[src/rtl/axi_rd_arbiter.sv]
// axi_rd_arbiter: shares one AXI4 read port (AR/R) between the instruction
// fetch unit (IFU) and the load/store unit (LSU). It allows one burst in
// flight at a time, picks round-robin on a tie, and steers R beats back to
// the owner of the current burst.
//
// Ports:
//   clock, reset            - clock; asynchronous active-high reset
//   ifu_ar* / lsu_ar*       - per-requester AR channel (valid/ready + fields)
//   ifu_r*  / lsu_r*        - per-requester R channel; rdata/rresp/rlast broadcast
//   io_master_ar*           - shared AR channel toward the slave
//   io_master_r*            - shared R channel from the slave
//   err_rid                 - sticky RID/RLAST protocol-error flag
//
// Optional feature: define AXI_RD_ARB_ID_CHECK_EN to check RID and RLAST on
// every beat. A bad beat is returned with SLVERR and sets err_rid. Without
// the macro, err_rid is tied low and rresp passes through untouched.
module axi_rd_arbiter #(
    parameter int unsigned      ADDR_W = 32,
    parameter int unsigned      DATA_W = 64,
    parameter int unsigned      ID_W   = 4,
    parameter logic [ID_W-1:0]  IFU_ID = ID_W'(0),
    parameter logic [ID_W-1:0]  LSU_ID = ID_W'(1)
) (
    input  logic              clock,
    input  logic              reset,

    input  logic              ifu_arvalid,
    output logic              ifu_arready,
    input  logic [ADDR_W-1:0] ifu_araddr,
    input  logic [7:0]        ifu_arlen,
    input  logic [2:0]        ifu_arsize,
    input  logic [1:0]        ifu_arburst,
    output logic              ifu_rvalid,
    input  logic              ifu_rready,
    output logic [DATA_W-1:0] ifu_rdata,
    output logic [1:0]        ifu_rresp,
    output logic              ifu_rlast,

    input  logic              lsu_arvalid,
    output logic              lsu_arready,
    input  logic [ADDR_W-1:0] lsu_araddr,
    input  logic [7:0]        lsu_arlen,
    input  logic [2:0]        lsu_arsize,
    input  logic [1:0]        lsu_arburst,
    output logic              lsu_rvalid,
    input  logic              lsu_rready,
    output logic [DATA_W-1:0] lsu_rdata,
    output logic [1:0]        lsu_rresp,
    output logic              lsu_rlast,

    output logic              io_master_arvalid,
    input  logic              io_master_arready,
    output logic [ADDR_W-1:0] io_master_araddr,
    output logic [ID_W-1:0]   io_master_arid,
    output logic [7:0]        io_master_arlen,
    output logic [2:0]        io_master_arsize,
    output logic [1:0]        io_master_arburst,

    input  logic              io_master_rvalid,
    output logic              io_master_rready,
    input  logic [DATA_W-1:0] io_master_rdata,
    input  logic [1:0]        io_master_rresp,
    input  logic              io_master_rlast,
    input  logic [ID_W-1:0]   io_master_rid,

    output logic              err_rid
);

    localparam logic [1:0] RESP_SLVERR = 2'b10;

    typedef enum logic [1:0] {
        IDLE = 2'd0,
        AR   = 2'd1,
        R    = 2'd2
    } state_t;

    state_t state;
    state_t state_nx;

    // grant: 0 = IFU, 1 = LSU
    logic grant;
    logic grant_nx;
    logic last_grant;

    logic            sel_arvalid;
    logic            sel_rready;
    logic [7:0]      sel_arlen;
    logic [ID_W-1:0] grant_id;
    logic            ar_hs;
    logic            r_hs;
    logic            beat_bad;
    logic [1:0]      rresp_fwd;

    // Granted requester's view of the handshake inputs
    assign sel_arvalid = grant ? lsu_arvalid : ifu_arvalid;
    assign sel_rready  = grant ? lsu_rready  : ifu_rready;
    assign sel_arlen   = grant ? lsu_arlen   : ifu_arlen;
    assign grant_id    = grant ? LSU_ID      : IFU_ID;

    assign ar_hs = (state == AR) && sel_arvalid && io_master_arready;
    assign r_hs  = (state == R)  && io_master_rvalid && sel_rready;

    // State register
    always_ff @(posedge clock or posedge reset) begin
        if (reset) begin
            state <= IDLE;
        end else begin
            state <= state_nx;
        end
    end

    // Next-state and arbitration decision
    always_comb begin
        state_nx = state;
        grant_nx = grant;
        case (state)
            IDLE: begin
                if (ifu_arvalid || lsu_arvalid) begin
                    state_nx = AR;
                    // On a tie the requester served last time yields
                    if (ifu_arvalid && lsu_arvalid) begin
                        grant_nx = ~last_grant;
                    end else begin
                        grant_nx = lsu_arvalid;
                    end
                end
            end
            AR: begin
                if (ar_hs) begin
                    state_nx = R;
                end
            end
            R: begin
                if (r_hs && io_master_rlast) begin
                    state_nx = IDLE;
                end
            end
            default: state_nx = IDLE;
        endcase
    end

    // Grant bookkeeping
    always_ff @(posedge clock or posedge reset) begin
        if (reset) begin
            grant      <= 1'b0;
            last_grant <= 1'b0;
        end else begin
            grant <= grant_nx;
            if (ar_hs) begin
                last_grant <= grant;
            end
        end
    end

`ifdef AXI_RD_ARB_ID_CHECK_EN
    logic [7:0] arlen_q;
    logic [7:0] beat_cnt;
    logic       err_q;

    // A beat is bad if it carries a foreign ID or its RLAST disagrees with the count
    assign beat_bad = (io_master_rid != grant_id) ||
                      (io_master_rlast != (beat_cnt == arlen_q));

    // Burst length tracking and sticky error flag
    always_ff @(posedge clock or posedge reset) begin
        if (reset) begin
            arlen_q  <= 8'd0;
            beat_cnt <= 8'd0;
            err_q    <= 1'b0;
        end else begin
            if (ar_hs) begin
                arlen_q  <= sel_arlen;
                beat_cnt <= 8'd0;
            end else if (r_hs) begin
                beat_cnt <= beat_cnt + 8'd1;
            end
            if (r_hs && beat_bad) begin
                err_q <= 1'b1;
            end
        end
    end

    assign err_rid = err_q;
`else
    logic unused_rid;

    assign beat_bad   = 1'b0;
    assign err_rid    = 1'b0;
    assign unused_rid = ^{io_master_rid, sel_arlen, r_hs};
`endif

    assign rresp_fwd = beat_bad ? RESP_SLVERR : io_master_rresp;

    // Output steering; everything is gated by the current state
    always_comb begin
        io_master_arvalid = 1'b0;
        io_master_rready  = 1'b0;
        ifu_arready       = 1'b0;
        lsu_arready       = 1'b0;
        ifu_rvalid        = 1'b0;
        lsu_rvalid        = 1'b0;

        io_master_araddr  = grant ? lsu_araddr  : ifu_araddr;
        io_master_arlen   = sel_arlen;
        io_master_arsize  = grant ? lsu_arsize  : ifu_arsize;
        io_master_arburst = grant ? lsu_arburst : ifu_arburst;
        io_master_arid    = grant_id;

        ifu_rdata = io_master_rdata;
        lsu_rdata = io_master_rdata;
        ifu_rresp = rresp_fwd;
        lsu_rresp = rresp_fwd;
        ifu_rlast = io_master_rlast;
        lsu_rlast = io_master_rlast;

        case (state)
            AR: begin
                io_master_arvalid = sel_arvalid;
                if (grant) begin
                    lsu_arready = io_master_arready;
                end else begin
                    ifu_arready = io_master_arready;
                end
            end
            R: begin
                io_master_rready = sel_rready;
                if (grant) begin
                    lsu_rvalid = io_master_rvalid;
                end else begin
                    ifu_rvalid = io_master_rvalid;
                end
            end
            default: ;
        endcase
    end

endmodule
[config.mk]
export PLATFORM = sky130hd
export DESIGN_NAME = axi_rd_arbiter
export DESIGN_NICKNAME = d
export VERILOG_FILES = /design/src/rtl/axi_rd_arbiter.sv
export SDC_FILE = /design/constraint.sdc
export NUM_CORES = 1
export LEC_CHECK = 0
export ABC_AREA = 1
export ABC_CLOCK_PERIOD_IN_PS = 1400
export CAP_MARGIN = 15
export CORE_AREA = 2 2 140 142
export DETAILED_ROUTE_END_ITERATION = 16
export DIE_AREA = 0 0 142 144
export SLEW_MARGIN = 20
export SYNTH_ARGS = -nofsm -noshare
export SYNTH_HDL_FRONTEND = slang
export SYNTH_SLANG_ARGS = --single-unit
[constraint.sdc]
create_clock -name clock -period 1.4 [get_ports clock]
set_input_delay 0.28 -clock clock [delete_from_list [all_inputs] [get_ports clock]]
set_output_delay 0.28 -clock clock [all_outputs]
set_load 0.01 [all_outputs]
==> impl_metrics.yaml, run 1 <==
setup_path:
  path_common_cell: "buf_6"
  path_max_fanout: 5
  cp_top_family: "buffers and inverters"
  worst-setup-path-type: "flip-flop to output pin"
  worst_ep_required_time_ns: 1.12
  crit_arrival_ns: 1.33
  slowest_stage: "dfrtp_2"
  worstPathCellList: "buf_12, buf_6, buf_6, nand2_2, nand2_1, buf_2"
  cp-end-kind: "output pin"
  cp-start-kind: "flip-flop"
  max_stage_delay_ns: 0.47
  worst-path-buf-inv: 4
cts:
  cts_tree: "done"
  cts.reportedPaths.clkPinSlew_ns: 0.03
  clock_latency_ns: 0.23
  root_buffer: "clkbuf_16"
  cts_max_path_buffers: 2
  hold_buffers: 0
  ctsHtreeMaxLevel: 1
  cts.sinks: 4
  numCtsBuffers: 3
timing:
  finalSetupViolations: 52
  final_hold_viol_count: 0
  rsz0062_at_grt: "true"
  fin_worst_skew_ns: 0.00429
  finalCritPeriodShare: 1.15
  fin_ws_ns: -0.213
  drv_slew: 0
  setup_tns_ns: -7.08
  period_minus_slack_ns: 1.61
  timing.fmax_ghz: 0.620
power:
  clockPowerShare: 0.095
  comb_power_share: 0.854
  p_sw_uw: 2190
  swShare: 0.451
  peakVddDrop_v: 0.000784
  p_leak_uw: 0.00151
  seq_power_share: 0.051
  p_per_area_nw_per_um2: 1570
  p_int_uw: 2660
detailed_routing:
  drc: 0
  dr_total_vias: 1921
  wl_per_cell_um: 12.9
  routed_via_density: 3.20
  routed_wl_mm: 7.76
  firstDrtPassIters: 3
  drtIter0Drc: 24
  ant_nets: 0
outcome:
  violations: "setup timing"
  status: "complete, but fails checks"
yosys:
  yosysWarnings: 0
  ys_types: 14
  syn_area_per_cell_um2: 5.86
  syn_inst: 327
  synth_top_area_cell: "buf_4"
  synth.top_cell.area_share: 0.552
  synth_area_um2: 1920
  synth_seq_cells: 4
  ys_seq_area_frac: 0.0522
  synthTopCellsByArea: "buf_4 55%, nand2_1 30%, dfrtp_1 5.2%, buf_6 4.1%, inv_1 1.4%"
floorplan:
  coreArea_um2: 19100
  rows: 51
  start_util: 0.100
  die_x_um: 142
  die_h_um: 144
  ios: 359
  dieArea_um2: 20400
finish:
  final_core_util: 0.162
  drive_gt1_frac: 0.384
  antennaDiodeCount: 0
  synthToLayoutAreaGrowth_pct: 60.8
  fillers: 2175
  nNetsFinal: 532
job:
  cap_violations: 0
grt:
  grtUsageTotal: 0.0657
  grt_pass1_vias: 1924
  gr-total-overflow: 0
  grt_pass1_wl_mm: 10.3
  antenna_found_initial: 0
  grt_max_degree: 16
place:
  io_buffers: 152
  place.gp.congestion: 0.714
  dp_hpwl_mm: 6.01
hold_path:
  hold_path_class: "input port to async pin"
==> per-layer routing <==
layer  track usage  vias to the layer above  share of wire
met4        0.0511                        0          0.073
li1              -                      904              -
met2         0.109                      182           0.46
met1        0.0577                      774           0.29
met3        0.0407                       61           0.17
met5             0                        -              0
==> per-stage QoR <==
stage / setup slack [ns] / total power (uW) / hold slack (ns) / instance area (um2) / cells
CTS: -0.216 / 4490 / 0.259 / 2890 / 598
global route: -0.242 / 5230 / 0.290 / 3080 / 600
detailed placement: -0.449 / 3760 / 0.471 / 2760 / 583
global placement: -0.440 / 3760 / 0.463 / 2760 / 583
floorplan: 0.139 / 2200 / 0.0461 / 1930 / 330
finish: -0.213 / 4850 / 0.247 / 3080 / 600
==> logic make-up (layout without fill, tap and decap cells) <==
logic type | after synthesis | in the layout | share of synthesized area
AOI/OAI and AO/OA | 3 | 3 | 0.00783
buffers and inverters | 158 | 190 | 0.616
DFF | 4 | 4 | 0.0522
other | 1 | 4 | 0.00196
and+or+nand+nor | 161 | 161 | 0.322
==> power groups by stage <==
| stage | sequential, uW | combinational [uW] | clock (uW) |
|---|---|---|---|
| final | 246 | 4140 | 462 |
| after CTS | 246 | 3780 | 468 |
| after floorplan | 201 | 2000 | 0 |
| after global placement | 225 | 3530 | 0 |
| after detailed placement | 226 | 3530 | 0 |
| after global routing | 253 | 4500 | 478 |
==> timing repair <==
item / 4_1_cts / 5_1_grt
setup buffers: 11 / 1
setup endpoints to repair: 54 / 52
cloned: 3 / 2
endpoints found under the hold margin: 0 / 0
pin swaps: 20 / 12
resized for setup: 269 / 43
==> layout make-up <==
type | count | area [um2] | area share
sequential | 4 | 101 | 0.0329
tap | 238 | 298 | 0.0966
inverter | 8 | 37.5 | 0.0122
timing repair buffer | 177 | 1710 | 0.554
clock buffer | 4 | 78.8 | 0.0256
timing repair inverter | 1 | 11.3 | 0.00365
multi-input combinational | 168 | 850 | 0.276
==> state kept, by name (all words and copies together), names as in the netlist <==
register,flops
grant,1
last_grant,1
state,2
==> path summary, 6_finish.rpt <==
check | start | endpoint | slack, ns | depth (start not counted)
hold reg to reg | last_grant | last_grant | 0.48 | 2
hold / removal | reset | last_grant | 0.25 | 2
min in group clock | last_grant | last_grant | 0.48 | 2
setup / recovery | grant | io_master_arsize[0] | -0.21 | 6
setup reg to reg | grant | state[0] | 0.09 | 8
max in group asynchronous | reset | grant | 0.98 | 2
==> cells in the mapped netlist <==
| library cell | n |
|---|---|
| nand2_1 | 153 |
| buf_4 | 141 |
| buf_6 | 7 |
| inv_1 | 7 |
| dfrtp_1 | 4 |
| nand3_1 | 3 |
| nor3_1 | 3 |
| a21oi_1 | 2 |
| buf_2 | 2 |
| conb_1 | 1 |
| inv_4 | 1 |
| nor2_1 | 1 |
| nor3_2 | 1 |
| o21ai_0 | 1 |
==> placed cells by master, fill, tap and decap left out <==
master,n
a21oi_2,2
buf_12,7
buf_16,1
buf_2,38
buf_4,9
buf_6,18
buf_8,2
clkbuf_1,1
clkbuf_16,5
clkdlybuf4s50_1,98
conb_1,4
dfrtp_1,3
dfrtp_2,1
dlygate4sd2_1,2
inv_1,7
inv_8,2
nand2_1,104
nand2_2,40
nand2_4,9
nand3_1,2
nand3_2,1
nor2_1,1
nor3_2,3
nor3_4,1
o21ai_0,1
Power figures use the tool's default switching activity.
==> run 2, diff against run 1 <==
--- a/config.mk
+++ b/config.mk
@@ -8,9 +8,12 @@
 export ABC_AREA = 1
 export ABC_CLOCK_PERIOD_IN_PS = 1400
 export CAP_MARGIN = 15
-export CORE_AREA = 2 2 140 142
+export CELL_PAD_IN_SITES_DETAIL_PLACEMENT = 0
+export CELL_PAD_IN_SITES_GLOBAL_PLACEMENT = 1
+export CORE_AREA = 2 2 139 141
 export DETAILED_ROUTE_END_ITERATION = 16
-export DIE_AREA = 0 0 142 144
+export DIE_AREA = 0 0 141 143
+export PLACE_DENSITY_LB_ADDON = 0.1
 export SLEW_MARGIN = 20
 export SYNTH_ARGS = -nofsm -noshare
 export SYNTH_HDL_FRONTEND = slang
==> run 2 against run 1 <==
  * Via count decreased by 5.6%
  * Largest power group unchanged
  * Sequential power is 11% lower
  * Global-route usage is 0.060 points lower
  * Cell area grew 0.20%
  * Count of clock-buffer cells in the layout unchanged
  * Sequential share of layout area hardly changed
  * Combinational power is essentially flat
  * Largest cell class unchanged
  * Clock skew shrank 0.0025 ns
  * Final cell count shrank 0.33%
  * Hold slack better by 0.0021 ns
  * Register-to-register slack hardly changed
  * Setup slack better by 0.040 ns
  * The run still ends with setup timing left
  * Critical endpoint is now lsu_arready
==> impl_metrics.yaml, run 2 (same netlist as run 1, synthesis figures left out) <==
detailed_routing:
  dr_total_vias: 1814
  drc: 0
  routed_via_density: 3.03
  routed_wl_mm: 7.46
  drtIter0Drc: 19
  wl_per_cell_um: 12.5
  ant_nets: 0
  firstDrtPassIters: 3
place:
  place.gp.congestion: 0.664
  post-place-ws_ns: -0.457
  dp_hpwl_mm: 5.56
  io_buffers: 152
floorplan:
  die_x_um: 141
  start_util: 0.103
  ios: 359
  dieArea_um2: 20200
  die_h_um: 143
  coreArea_um2: 18600
  rows: 50
finish:
  drive_gt1_frac: 0.365
  layout_common_cells: "110 x nand2_1, 98 x clkdlybuf4s50_1, 35 x buf_2"
  synthToLayoutAreaGrowth_pct: 61.2
  largest_reg_flops: 2
  layout_commonest_cell: "nand2_1"
  multi_input_area_um2: 862
  nNetsFinal: 534
  seq_area_um2: 101
  antennaDiodeCount: 0
  final_core_util: 0.166
  reg.largest.list: "state x2, grant x1, last_grant x1"
  largest_register: "state"
  fillers: 2109
cts:
  ctsHtreeMaxLevel: 1
  cts.reportedPaths.clkPinSlew_ns: 0.03
  root_buffer: "clkbuf_16"
  cts_tree: "done"
  cts.sinks: 4
  cts_max_path_buffers: 2
  numCtsBuffers: 3
  hold_buffers: 0
  clock_latency_ns: 0.23
power:
  peakVddDrop_v: 0.000526
  p_per_area_nw_per_um2: 1560
  p_leak_uw: 0.00152
setup_path:
  cp-start-kind: "flip-flop"
  cp-end-kind: "output pin"
  crit_arrival_ns: 1.29
  worst_ep_required_time_ns: 1.12
  worst-setup-path-type: "flip-flop to output pin"
  path_max_fanout: 6
grt:
  grtUsageTotal: 0.0651
  gr-total-overflow: 0
  grt_pass1_wl_mm: 10.2
  grt_pass1_vias: 1827
  antenna_found_initial: 0
  grt_max_degree: 22
timing:
  rsz0062_at_grt: "true"
  setup_tns_ns: -6.71
  drv_slew: 0
  finalSetupViolations: 51
  fin_worst_skew_ns: 0.00181
  timing.fmax_ghz: 0.636
  fin_ws_ns: -0.173
  period_minus_slack_ns: 1.57
  final_hold_viol_count: 0
  finalCritPeriodShare: 1.12
hold_path:
  hold_path_class: "input port to async pin"
outcome:
  violations: "setup timing"
  status: "complete, but fails checks"
job:
  cap_violations: 0
run 2: cell types whose count changed in the layout (fill, tap and decap cells not counted), moves of 3 or more:
| cell | change |
|---|---|
| nand2_2 | -12 |
| buf_4 | +9 |
| nand2_1 | +6 |
| nand2_4 | +6 |
| buf_12 | -3 |
| buf_2 | -3 |
run 2: timing repair:
item,CTS,global route
gates resized for setup,244,72
cloned,3,1
setup buffers,10,2
pin swaps,4,10
endpoints found under the setup margin,54,51
run 2: worst max-delay path: stages (launching register included):
cell     delay (ns)
dfrtp_2        0.37
buf_12         0.18
inv_8          0.06
buf_6          0.13
nor3_4         0.17
buf_2          0.16
run 2: layer usage:
metal,vias up,share of wire,global-route usage
li1,907,-,-
met1,773,0.34,0.0660
met3,27,0.10,0.0208
met5,-,0,0
met2,107,0.53,0.125
met4,0,0.024,0.0242
run 2: final timing paths:
| check | startpoint | to | slack, ns | cells after the start |
|---|---|---|---|---|
| setup reg to reg | grant | last_grant | 0.10 | 8 |
| min in group clock | last_grant | last_grant | 0.47 | 2 |
| max in group asynchronous | reset | grant | 0.99 | 2 |
| hold reg to reg | last_grant | last_grant | 0.47 | 2 |
| hold / removal | reset | last_grant | 0.25 | 2 |
| setup / recovery | grant | lsu_arready | -0.17 | 5 |
run 2: final cells by class:
class | count | area share
timing repair buffer | 179 | 0.546
multi-input combinational | 168 | 0.279
tap | 234 | 0.0948
sequential | 4 | 0.0328
clock buffer | 4 | 0.0255
inverter | 8 | 0.0182
timing repair inverter | 1 | 0.00365
run 2: per-stage QoR:
stage	std cells	instance area [um2]	hold slack, ns	power (uW)
2_1_floorplan	330	1930	0.0461	2200
3_3_place_gp	580	2730	0.461	3730
3_5_place_dp	580	2730	0.473	3670
4_1_cts	597	2880	0.259	4510
5_1_grt	598	3090	0.268	5250
6_report	598	3090	0.249	4820
run 2: report_power, final:
part	internal (uW)	total [uW]	switching (uW)
clock network	376	459	83.1
logic	2030	4140	2110
registers	177	220	43.3
==> run 3, diff against run 2 <==
--- a/config.mk
+++ b/config.mk
@@ -6,7 +6,6 @@
 export NUM_CORES = 1
 export LEC_CHECK = 0
 export ABC_AREA = 1
-export ABC_CLOCK_PERIOD_IN_PS = 1400
 export CAP_MARGIN = 15
 export CELL_PAD_IN_SITES_DETAIL_PLACEMENT = 0
 export CELL_PAD_IN_SITES_GLOBAL_PLACEMENT = 1
==> results of run 3 <==
Final layout, timing and power as in run 2 (identical DEF).
